[src/rtl/bin2bcd_pkg.sv]
// Shared constants and state encoding for the sequential binary-to-BCD converter.
package bin2bcd_pkg;

  localparam int unsigned DIG_W   = 4;
  localparam int unsigned N_DIG   = 4;
  localparam int unsigned WORK_W  = DIG_W * N_DIG;
  localparam int unsigned BCD_MAX = 9999;
  localparam int unsigned CNT_W   = 4;

  typedef enum logic [1:0] {
    StIdle = 2'd0,
    StOp   = 2'd1,
    StDone = 2'd2
  } state_e;

endpackage

[src/rtl/bin2bcd_if.sv]
// Start/done handshake and BCD result bundle between a requester and bin2bcd_seq.
interface bin2bcd_if #(
  parameter int unsigned BIN_W = 14
);
  import bin2bcd_pkg::*;

  logic             start;
  logic [BIN_W-1:0] bin;
  logic             ready;
  logic             done_tick;
  logic             ovf;
  logic [DIG_W-1:0] bcd3;
  logic [DIG_W-1:0] bcd2;
  logic [DIG_W-1:0] bcd1;
  logic [DIG_W-1:0] bcd0;

  modport master (
    output start, bin,
    input  ready, done_tick, ovf, bcd3, bcd2, bcd1, bcd0
  );

  modport slave (
    input  start, bin,
    output ready, done_tick, ovf, bcd3, bcd2, bcd1, bcd0
  );

endinterface

[src/rtl/bcd_adj3.sv]
// Combinational add-3 digit correction used before each double-dabble shift.
module bcd_adj3
  import bin2bcd_pkg::*;
(
  input  logic [DIG_W-1:0] digit,
  output logic [DIG_W-1:0] adjusted
);

  // Digits of 5 or more would overflow past 9 when doubled; pre-bias them by 3.
  always_comb begin
    adjusted = (digit >= DIG_W'(5)) ? digit + DIG_W'(3) : digit;
  end

endmodule

[src/rtl/bin2bcd_seq.sv]
// Iterative shift-add-3 binary-to-BCD converter feeding a 4-digit display mux.
// Optional build macro BIN2BCD_SAT_EN: saturate the displayed digits to 9999 when the
// captured operand exceeds 9999 (ovf is flagged in both builds).
module bin2bcd_seq
  import bin2bcd_pkg::*;
#(
  parameter int unsigned BIN_W = 14
) (
  input logic       clk,
  input logic       reset,
  bin2bcd_if.slave  bus
);

  state_e            state_q, state_d;
  logic [CNT_W-1:0]  cnt_q, cnt_d;
  logic [BIN_W-1:0]  shift_q, shift_d;
  logic [WORK_W-1:0] work_q, work_d;
  logic              ovf_work_q, ovf_work_d;
  logic [WORK_W-1:0] out_q, out_d;
  logic              ovf_q, ovf_d;
  logic [WORK_W-1:0] adj;
  logic              carry_unused;

  for (genvar i = 0; i < N_DIG; i++) begin : g_adj
    bcd_adj3 u_adj (
      .digit    (work_q[i*DIG_W +: DIG_W]),
      .adjusted (adj[i*DIG_W +: DIG_W])
    );
  end

  // Next-state, datapath and output-register loading; outputs change only on DONE entry.
  always_comb begin
    state_d      = state_q;
    cnt_d        = cnt_q;
    shift_d      = shift_q;
    work_d       = work_q;
    ovf_work_d   = ovf_work_q;
    out_d        = out_q;
    ovf_d        = ovf_q;
    carry_unused = 1'b0;
    unique case (state_q)
      StIdle: begin
        if (bus.start) begin
          shift_d    = bus.bin;
          work_d     = '0;
          cnt_d      = CNT_W'(BIN_W);
          ovf_work_d = (32'(bus.bin) > BCD_MAX);
          state_d    = StOp;
        end
      end
      StOp: begin
        // Carry out of the thousands digit is dropped, giving bin mod 10000.
        {carry_unused, work_d} = {adj, shift_q[BIN_W-1]};
        shift_d = shift_q << 1;
        cnt_d   = cnt_q - CNT_W'(1);
        if (cnt_q == CNT_W'(1)) begin
          state_d = StDone;
`ifdef BIN2BCD_SAT_EN
          out_d   = ovf_work_q ? 16'h9999 : work_d;
`else
          out_d   = work_d;
`endif
          ovf_d   = ovf_work_q;
        end
      end
      StDone: begin
        state_d = StIdle;
      end
      default: begin
        state_d = StIdle;
      end
    endcase
  end

  // State and datapath registers with synchronous active-low reset.
  always_ff @(posedge clk) begin
    if (!reset) begin
      state_q    <= StIdle;
      cnt_q      <= '0;
      shift_q    <= '0;
      work_q     <= '0;
      ovf_work_q <= 1'b0;
      out_q      <= '0;
      ovf_q      <= 1'b0;
    end else begin
      state_q    <= state_d;
      cnt_q      <= cnt_d;
      shift_q    <= shift_d;
      work_q     <= work_d;
      ovf_work_q <= ovf_work_d;
      out_q      <= out_d;
      ovf_q      <= ovf_d;
    end
  end

  assign bus.ready     = (state_q == StIdle);
  assign bus.done_tick = (state_q == StDone);
  assign bus.ovf       = ovf_q;
  assign bus.bcd3      = out_q[15:12];
  assign bus.bcd2      = out_q[11:8];
  assign bus.bcd1      = out_q[7:4];
  assign bus.bcd0      = out_q[3:0];

endmodule

[src/flat_wrapper.sv]
// flat-port wrapper written by rule: the top's interface ports become plain ports
module bin2bcd_seq_flat import bin2bcd_pkg::*;
#(
  parameter int unsigned BIN_W = 14
)
  (clk, reset, bus_start, bus_bin, bus_ready, bus_done_tick, bus_ovf, bus_bcd3, bus_bcd2, bus_bcd1, bus_bcd0);
  bin2bcd_if #(.BIN_W(BIN_W)) bus_i ();
  input logic clk;
  input logic reset;
  input wire logic [$bits(bus_i.start)-1:0] bus_start;
  input wire logic [$bits(bus_i.bin)-1:0] bus_bin;
  output wire logic [$bits(bus_i.ready)-1:0] bus_ready;
  output wire logic [$bits(bus_i.done_tick)-1:0] bus_done_tick;
  output wire logic [$bits(bus_i.ovf)-1:0] bus_ovf;
  output wire logic [$bits(bus_i.bcd3)-1:0] bus_bcd3;
  output wire logic [$bits(bus_i.bcd2)-1:0] bus_bcd2;
  output wire logic [$bits(bus_i.bcd1)-1:0] bus_bcd1;
  output wire logic [$bits(bus_i.bcd0)-1:0] bus_bcd0;
  assign bus_i.start = bus_start;
  assign bus_i.bin = bus_bin;
  assign bus_ready = bus_i.ready;
  assign bus_done_tick = bus_i.done_tick;
  assign bus_ovf = bus_i.ovf;
  assign bus_bcd3 = bus_i.bcd3;
  assign bus_bcd2 = bus_i.bcd2;
  assign bus_bcd1 = bus_i.bcd1;
  assign bus_bcd0 = bus_i.bcd0;
  bin2bcd_seq #(.BIN_W(BIN_W)) u_core (.clk(clk), .reset(reset), .bus(bus_i));
endmodule
[config.mk]
export PLATFORM = sky130hd
export DESIGN_NAME = bin2bcd_seq_flat
export DESIGN_NICKNAME = d
export VERILOG_FILES = /design/src/rtl/bin2bcd_pkg.sv /design/src/rtl/bin2bcd_if.sv /design/src/rtl/bcd_adj3.sv /design/src/rtl/bin2bcd_seq.sv /design/src/flat_wrapper.sv
export SDC_FILE = /design/constraint.sdc
export NUM_CORES = 1
export LEC_CHECK = 0
export ABC_AREA = 1
export CAP_MARGIN = 20
export CORE_AREA = 2 2 86 88
export DETAILED_ROUTE_END_ITERATION = 10
export DIE_AREA = 0 0 88 90
export SLEW_MARGIN = 20
export SYNTH_ARGS = -nofsm -noshare
export SYNTH_HDL_FRONTEND = slang
export SYNTH_SLANG_ARGS = --single-unit
[constraint.sdc]
create_clock -name clk -period 1.5 [get_ports clk]
set_input_delay 0.225 -clock clk [delete_from_list [all_inputs] [get_ports clk]]
set_output_delay 0.225 -clock clk [all_outputs]
set_load 0.02 [all_outputs]
# Yosys cells after proc, flatten, opt, wreduce, memory -nomap -nowiden

Index checks and enable logic that the tools add are counted.

Add/sub/neg operators: 5
Magnitude comparators: 5
Equality and inequality tests: 5
Multiplexer cells: 13
Reduce and logical (&&, ||, !) cells: 6

Operators with widths:

| operator                                                                            | number |
|---|---|
| 16-bit case mux with 2 select lines                                                 | 1 |
| 14-bit case mux with 2 select lines                                                 | 1 |
| 4-bit by 3-bit greater-or-equal comparator with 1-bit output, second input constant | 4 |
| 16-bit two-way mux                                                                  | 1 |
| 4-bit two-way mux                                                                   | 4 |
| 14-bit greater-than comparator, second input constant                               | 1 |
| 14-bit two-way mux                                                                  | 1 |
| 4-bit by 2-bit adder with 4-bit output, second input constant                       | 3 |
| 4-bit case mux with 2 select lines                                                  | 1 |
| 2-bit AND reduction                                                                 | 4 |
| 4-bit by 1-bit == test with 1-bit output, second input constant                     | 1 |
| 2-bit two-way mux                                                                   | 2 |
| 2-bit case mux with 2 select lines                                                  | 1 |
| 4-bit by 1-bit subtractor with 4-bit output, second input constant                  | 1 |
| 3-bit by 2-bit adder with 3-bit output, second input constant                       | 1 |
| 3-bit two-way mux                                                                   | 1 |
| 2-bit by 1-bit == test with 1-bit output, second input constant                     | 1 |
| 2-bit == test, second input constant                                                | 1 |
| 2-bit zero test                                                                     | 1 |
| 2-bit by 1-bit != test with 1-bit output, second input constant                     | 1 |
| 2-bit != test, second input constant                                                | 1 |
| 2-bit nonzero test                                                                  | 1 |

Register bits after elaboration: 54
Input bits: 17
Output and inout port bits: 19
Logic and storage cells: 41

# Longest topological paths before layout

Gate-level depths: netlist of the first run.

Word-level depth: 3
Gate-level depth with buffers: 11
Gate-level depth less buffers: 11

# Modules after synthesis

Synthesis of the first run repeated with hierarchy kept, for this count alone.

Cell total of the unflattened synthesis: 351
Area total of the unflattened synthesis: 2583.7 µm²

By module, submodules not included:

| module      | times used | cells each | area an instance (µm²) | seq. area each (µm²) |
|---|---|---|---|---|
| bin2bcd_seq | 1          | 259        | 2043.2                 | 1081.0 |
| bcd_adj3    | 4          | 23         | 135.1                  | 0.0 |

# Worst setup path before layout of the first run

OpenSTA, ideal clock, no wires.

Path kind: register -> register
From: register u_core.work_q[8]
To: register u_core.work_q[11]
Setup time: 0.070 ns
Data arrival time: 1.272 ns
Data required time: 1.430 ns
Path slack: 0.158 ns
Cell stages (with the launch flop): 7
Path buffers: 0
Period minus slack after synthesis: 1.342 ns
Path through: dfxtp_1 inv_1 ha_1 or2_2 o21ai_0 nand2_1 a21oi_1

Longest elaborated chain between the ends: 3
Elaborated cells on any way between the ends: 4
Classes of those cells: 1 x add/sub; 1 x order compare; 2 x mux

Ends and longest elaborated chain:

| item                                                                                                                   | RTL line          | RTL |
|---|---|---|
| start, declared                                                                                                        | bin2bcd_seq.sv:17 | `logic [WORK_W-1:0] work_q, work_d;` |
| start signal, assigned                                                                                                 | bin2bcd_seq.sv:89 | `work_q <= work_d;` |
| 4-bit by 2-bit adder with 4-bit output or 4-bit by 3-bit greater-or-equal comparator with 1-bit output (tied branches) | bcd_adj3.sv:11    | `adjusted = (digit >= DIG_W'(5)) ? digit + DIG_W'(3) : digit;` |
| 4-bit two-way mux *                                                                                                    | bcd_adj3.sv:11    |  |
| 16-bit case mux with 2 select lines *                                                                                  | bin2bcd_seq.sv:41 | `unique case (state_q)` |

Every way passes the cells marked *; elsewhere a longest branch is shown, timed or not.
A chain may end at the register's enable or synchronous reset.

# Final worst setup path of the first run

From: register u_core.state_q[0]
To: output bus_ready

Longest elaborated chain between the ends: 1

Ends and longest elaborated chain:

| item                   | RTL line           | RTL |
|---|---|---|
| start, declared        | bin2bcd_seq.sv:14  | `state_e state_q, state_d;` |
| start signal, assigned | bin2bcd_seq.sv:78  | `state_q <= StIdle;` |
| start signal, assigned | bin2bcd_seq.sv:86  | `state_q <= state_d;` |
| 2-bit zero test        | bin2bcd_seq.sv:96  | `assign bus.ready = (state_q == StIdle);` |
| end, declared          | flat_wrapper.sv:12 | `output wire logic [$bits(bus_i.ready)-1:0] bus_ready;` |

No other way between the ends.

==> flow_summary.json, run 1 <==
{
  "grt-ovfl-total": 0,
  "hpwl_um": 4170,
  "synth-xor-area-share_pct": 0,
  "synth-seq-cells": 54,
  "crit_type": "flop to output port",
  "num_rows": 31,
  "wl_met3_um": 214,
  "synth-seq-area-share_pct": 42.0,
  "synth_compound_area_share_pct": 17.7,
  "min_from": "u_core.shift_q[5]",
  "slew_headroom_pct": 82.8,
  "fin_skew_ps": 8.67,
  "outcome": "finished clean",
  "syn2layout_area_growth_pct": 24.9,
  "synth_simple_gate_area_share_pct": 25.8,
  "max_stage_delay_ps": 380,
  "tightest_slew_ps": 256,
  "maxCapViolCount": 0,
  "rr_endpoint": "u_core.work_q[12]",
  "power.density_nw_per_um2": 858,
  "syn-num-nets": 400,
  "grt_max_degree": 46,
  "grt_antenna_before_repair": 0,
  "cts_buffers": 5,
  "rrSetupSlack_ps": 140,
  "power_leakage_nw": 1.58,
  "netlist_instances": 373,
  "cp-start-kind": "flop",
  "wl_um": 5850,
  "drt_iter0_drc": 134,
  "drc": 0,
  "maxSlewViolCount": 0,
  "synth_top_family_by_area": "simple AND/OR/NAND/NOR gates",
  "gp_congestion": 0.805,
  "wl_per_cell_um": 11.3,
  "initial_core_util_pct": 36.7,
  "grt_pass1_vias": 2208,
  "viasPerCell": 4.67,
  "cts.sinks": 54,
  "reg2reg_depth": 7,
  "track_usage_pct": 16.0,
  "min_period_ps": 1440,
  "die_h_um": 90,
  "synthDistinctLibCells": 21,
  "critPathMaxFanout": 5,
  "rsz0062_at_grt": "no",
  "hold_violations": 0,
  "n_antenna_cell": 0,
  "postRouteAntennaNets": 0,
  "dpl.cell_count": 508,
  "clkLatencyLatePin_ps": 310,
  "top_layer_used": "met4",
  "wl_met2_um": 2730,
  "drive_above_1_share_pct": 8.39,
  "vias": 2408,
  "syn_avg_cell_area_um2": 6.90,
  "htreeDepth": 2,
  "synth_area_um2": 2570,
  "path_buf_inv": 1,
  "place_area_um2": 3110,
  "cp.arrival_ps": 1210,
  "port_buffers": 35,
  "period_share_pct": 95.9,
  "crit_chain": "nor2_1, dlygate4sd2_1",
  "crit_cells": 2,
  "yosys-mux-area-fraction_pct": 0,
  "cts-root-buf": "clkbuf_8",
  "cts_setup_buffers": 0,
  "crit_required_ps": 1270,
  "grt_pass1_wl_um": 10200,
  "pin_count": 36,
  "layout.nets": 443,
  "clock_path_buffers": 2,
  "die_w_um": 88,
  "clkTransAtPathRegs_ps": 100,
  "cp-startpoint": "u_core.state_q[0]",
  "stdcell_area_um2": 3220,
  "coreArea_um2": 7020,
  "r2r_start": "u_core.work_q[9]",
  "setup_violations": 0,
  "drt-pass1-iter-count": 4,
  "cpMaxStageDelayCell": "dfxtp_1",
  "max_freq_ghz": 0.696,
  "finalSetupTns_ps": 0,
  "crit_path_end": "bus_ready",
  "timing.hold.ws_ps": 449,
  "finalNonFillerCells": 516,
  "crit_family": "flip-flops",
  "ys_warn_count": 0,
  "peakVddDrop_mv": 0.371,
  "drt-met1-wl_um": 2800,
  "end_kind": "output port",
  "yosys.area_share.adder_pct": 4.86,
  "fin_util_pct": 45.8,
  "dieArea_um2": 7920,
  "cts_tree": "built",
  "hold_path_depth": 2,
  "hold_path.class": "flop to flop"
}
metal layers:
layer  up-vias  track usage [%]
met1      1065             21.7
met5         -                0
met2        43             25.3
met3         8             2.75
met4         0             5.90
li1       1292                -
tightest hold or removal path, cell delays in order, from the launching register on:
cell	delay [ps]
dfxtp_1	310
inv_1	50
a21oi_1	50
how the worst min path moves through the flow:
stage	to	slack (ps)
global route	u_core.shift_q[8]	470
CTS	u_core.shift_q[8]	450
detailed placement	u_core.shift_q[5]	440
finish	u_core.shift_q[5]	450
global placement	u_core.shift_q[12]	430
floorplan	u_core.shift_q[0]	390
what timing repair did:
action	4_1_cts	5_1_grt
resized for setup	11	15
endpoints found under the hold margin	0	0
hold buffers	0	0
setup endpoints to repair	10	19
pin swaps	0	0
power breakdown:
part / internal [mW] / total (mW) / switching (mW)
clock network: 0.374 / 0.846 / 0.472
logic: 0.160 / 0.388 / 0.228
registers: 1.50 / 1.53 / 0.0282
cells in the final DEF (no fill, tap or decap), types with 2 or more instances in the layout:
| cell | Yosys | final |
|---|---|---|
| ha_1 | 10 | 10 |
| o21bai_1 | 3 | 3 |
| inv_1 | 44 | 44 |
| inv_2 | 3 | 3 |
| dfxtp_2 | 0 | 2 |
| nand2_1 | 93 | 93 |
| clkdlybuf4s50_1 | 0 | 16 |
| dlygate4sd2_1 | 0 | 9 |
| dlymetal6s2s_1 | 0 | 9 |
| o21ai_1 | 1 | 2 |
| dfxtp_1 | 54 | 52 |
| a21oi_1 | 38 | 38 |
| nor2_1 | 26 | 25 |
| o21ai_0 | 44 | 43 |
| clkbuf_8 | 0 | 6 |
| buf_4 | 2 | 15 |
| nand4_1 | 6 | 6 |
| nand3_1 | 30 | 29 |
sequential cells by signal, summed over array words and instances, names as in the netlist:
name / count
u_core.bus.ovf: 1
u_core.shift_q: 14
u_core.out_q: 16
u_core.cnt_q: 4
u_core.ovf_work_q: 1
u_core.state_q: 2
u_core.work_q: 16
Yosys cell counts:
| master | count | area share (%) |
|---|---|---|
| buf_2 | 7 | 1.4 |
| o21ai_2 | 1 | 0.34 |
| o21ai_1 | 1 | 0.19 |
| a221oi_1 | 1 | 0.34 |
| nor2_1 | 26 | 3.8 |
| clkbuf_1 | 6 | 0.87 |
| dfxtp_1 | 54 | 42 |
| nand2_1 | 93 | 14 |
| nand3_1 | 30 | 5.8 |
| nor2_4 | 1 | 0.44 |
| o21ai_0 | 44 | 8.6 |
| inv_1 | 44 | 6.4 |
| o21bai_1 | 3 | 0.87 |
| nand2_2 | 1 | 0.24 |
| nor3_1 | 1 | 0.19 |
| nand4_1 | 6 | 1.5 |
| ha_1 | 10 | 4.9 |
| a21oi_1 | 38 | 7.4 |
| inv_2 | 3 | 0.44 |
| buf_4 | 2 | 0.58 |
| or2_2 | 1 | 0.24 |
area by class of cell:
type / instances / area, um2
Multi-Input combinational cell: 257 / 1250
Fill cell: 718 / 3800
Inverter: 47 / 176
Tap cell: 99 / 124
Clock buffer: 7 / 86.3
Timing Repair Buffer: 51 / 489
Clock inverter: 1 / 5.00
Sequential cell: 54 / 1080
stage by stage:
step           setup WS, ps  power (mW)
2_1_floorplan           158        1.80
4_1_cts                1.79        2.80
5_1_grt                2.14        2.92
3_5_place_dp           30.2        1.96
6_report               62.2        2.76
3_3_place_gp           39.8        1.95
logic make-up (layout without fill, tap and decap cells):
group,after synthesis,count (layout)
flops,54,54
simple gates,159,159
fa+ha+maj,10,10
buf+inv,62,106
compound gates,88,88
No activity file was read; power rests on OpenSTA's default activity.
==> inputs of run 2 (changes only) <==
--- a/config.mk
+++ b/config.mk
@@ -10,6 +10,7 @@
 export CORE_AREA = 2 2 86 88
 export DETAILED_ROUTE_END_ITERATION = 10
 export DIE_AREA = 0 0 88 90
+export RECOVER_POWER = 100
 export SLEW_MARGIN = 20
 export SYNTH_ARGS = -nofsm -noshare
 export SYNTH_HDL_FRONTEND = slang
==> run 2 against run 1 <==
Cell count unchanged. Wire length down 0.27%. Fmax up 1.5%. Hold slack about the same. Clock-buffer cell count unchanged. Non-clock buffer count unchanged. Sequential share of layout area up 1.0 points. Core utilization down 1.3 points. Cell area down 2.9%. Combinational power down 3%. Clock skew down 2.9 ps. Critical path type unchanged. Critical endpoint unchanged.
==> flow_summary.json, run 2 (same netlist as run 1, synthesis figures left out) <==
{
  "outcome": "finished clean",
  "rr_endpoint": "u_core.work_q[12]",
  "critPathMaxFanout": 3,
  "grt_antenna_before_repair": 0,
  "slew_headroom_pct": 76.2,
  "hold_path.class": "flop to flop",
  "power_leakage_nw": 1.38,
  "setup_violations": 0,
  "fin_skew_ps": 5.81,
  "htreeDepth": 2,
  "drt-pass1-iter-count": 4,
  "syn2layout_area_growth_pct": 21.3,
  "grtUsageMet1_pct": 21.7,
  "dieArea_um2": 7920,
  "cts-root-buf": "clkbuf_8",
  "met3_usage_pct": 2.75,
  "grt_max_degree": 46,
  "cp.arrival_ps": 1190,
  "cp-startpoint": "u_core.state_q[1]",
  "hold_buffers": 0,
  "vias": 2391,
  "viasPerCell": 4.63,
  "multi_input_area_um2": 1250,
  "seqCellArea_um2": 1080,
  "rrSetupSlack_ps": 140,
  "cts_buffers": 5,
  "min_period_ps": 1420,
  "final_common_cell": "nand2_1",
  "drive_above_1_share_pct": 7.43,
  "grt_busiest_layer": "met2",
  "die_h_um": 90,
  "clkTransAtPathRegs_ps": 90,
  "track_usage_pct": 16.0,
  "hpwl_um": 4170,
  "crit_required_ps": 1270,
  "maxSlewViolCount": 0,
  "postRouteAntennaNets": 0,
  "fillCellCount": 737,
  "pin_count": 36,
  "finalPower_mw": 2.74,
  "port_buffers": 35,
  "layout_common_cells": "nand2_1 (93), dfxtp_1 (52), inv_1 (45), o21ai_0 (44), a21oi_1 (38)",
  "reg.largest.list": "u_core.out_q: 16 flops, u_core.work_q: 16 flops, u_core.shift_q: 14 flops",
  "drc": 0,
  "tightest_slew_ps": 357,
  "r2r_start": "u_core.work_q[9]",
  "reg2reg_depth": 7,
  "gp_congestion": 0.805,
  "die_w_um": 88,
  "grt_pass1_wl_um": 10200,
  "n_antenna_cell": 0,
  "clkLatencyLatePin_ps": 310,
  "hold_violations": 0,
  "wl_um": 5840,
  "end_kind": "output port",
  "power.density_nw_per_um2": 878,
  "cts_tree": "built",
  "peakVddDrop_mv": 0.369,
  "drt_iter0_drc": 139,
  "grt_pass1_vias": 2208,
  "clock_path_buffers": 2,
  "cp-start-kind": "flop",
  "grt-ovfl-total": 0,
  "rsz0062_at_grt": "no",
  "cts.sinks": 54,
  "period_share_pct": 94.5,
  "crit_type": "flop to output port",
  "wl_per_cell_um": 11.3,
  "crit_path_end": "bus_ready",
  "finalSetupTns_ps": 0,
  "met2_usage_pct": 25.3,
  "coreArea_um2": 7020,
  "layout.nets": 443,
  "initial_core_util_pct": 36.7,
  "max_freq_ghz": 0.706,
  "maxCapViolCount": 0,
  "num_rows": 31
}
## run 2: worst min path at each step
stage,start,to,cells after the start
global placement,u_core.shift_q[12],u_core.shift_q[12],2
CTS,u_core.shift_q[8],u_core.shift_q[8],2
finish,u_core.shift_q[5],u_core.shift_q[5],2
detailed placement,u_core.shift_q[5],u_core.shift_q[5],2
floorplan,bus_bin[0],u_core.shift_q[0],2
global route,u_core.shift_q[8],u_core.shift_q[8],2
## run 2: critical path, stage by stage (launching register included)
cell,delay [ps]
dfxtp_2,360
nor2_1,170
dlygate4sd2_1,360
## run 2: what timing repair did
| item | CTS | global route |
|---|---|---|
| resized for setup | 11 | 15 |
| setup endpoints to repair | 10 | 19 |
| setup buffers | 0 | 0 |
## run 2: where the power goes
part	switching [mW]	total, mW	internal (mW)
clock	0.467	0.841	0.374
sequential	0.0275	1.53	1.50
combinational	0.228	0.375	0.147
total	0.723	2.74	2.02
## run 2: through the flow
| stage | hold slack (ps) | std cells | cell area [um2] | setup slack [ps] | utilization [%] |
|---|---|---|---|---|---|
| floorplan | 393 | 373 | 2570 | 158 | - |
| global placement | 434 | 508 | 3110 | 39.8 | 44.3 |
| detailed placement | 439 | 508 | 3110 | 30.2 | 44.3 |
| CTS | 452 | 516 | 3190 | 1.79 | 45.4 |
| global route | 468 | 516 | 3120 | 5.29 | 44.5 |
| finish | 449 | 516 | 3120 | 82.9 | 44.5 |
## run 2: area by class of cell
class,count,area share (%)
Multi-Input combinational cell,257,39.9
Sequential cell,54,34.7
Timing Repair Buffer,51,12.8
Inverter,47,5.65
Tap cell,99,3.97
Clock buffer,7,2.76
Clock inverter,1,0.160
## run 2: routing by layer
layer | part of all wire (%) | routed length (um)
met4 | 1.9 | 111
met2 | 47 | 2720
met5 | 0 | 0
met1 | 49 | 2840
met3 | 2.7 | 158
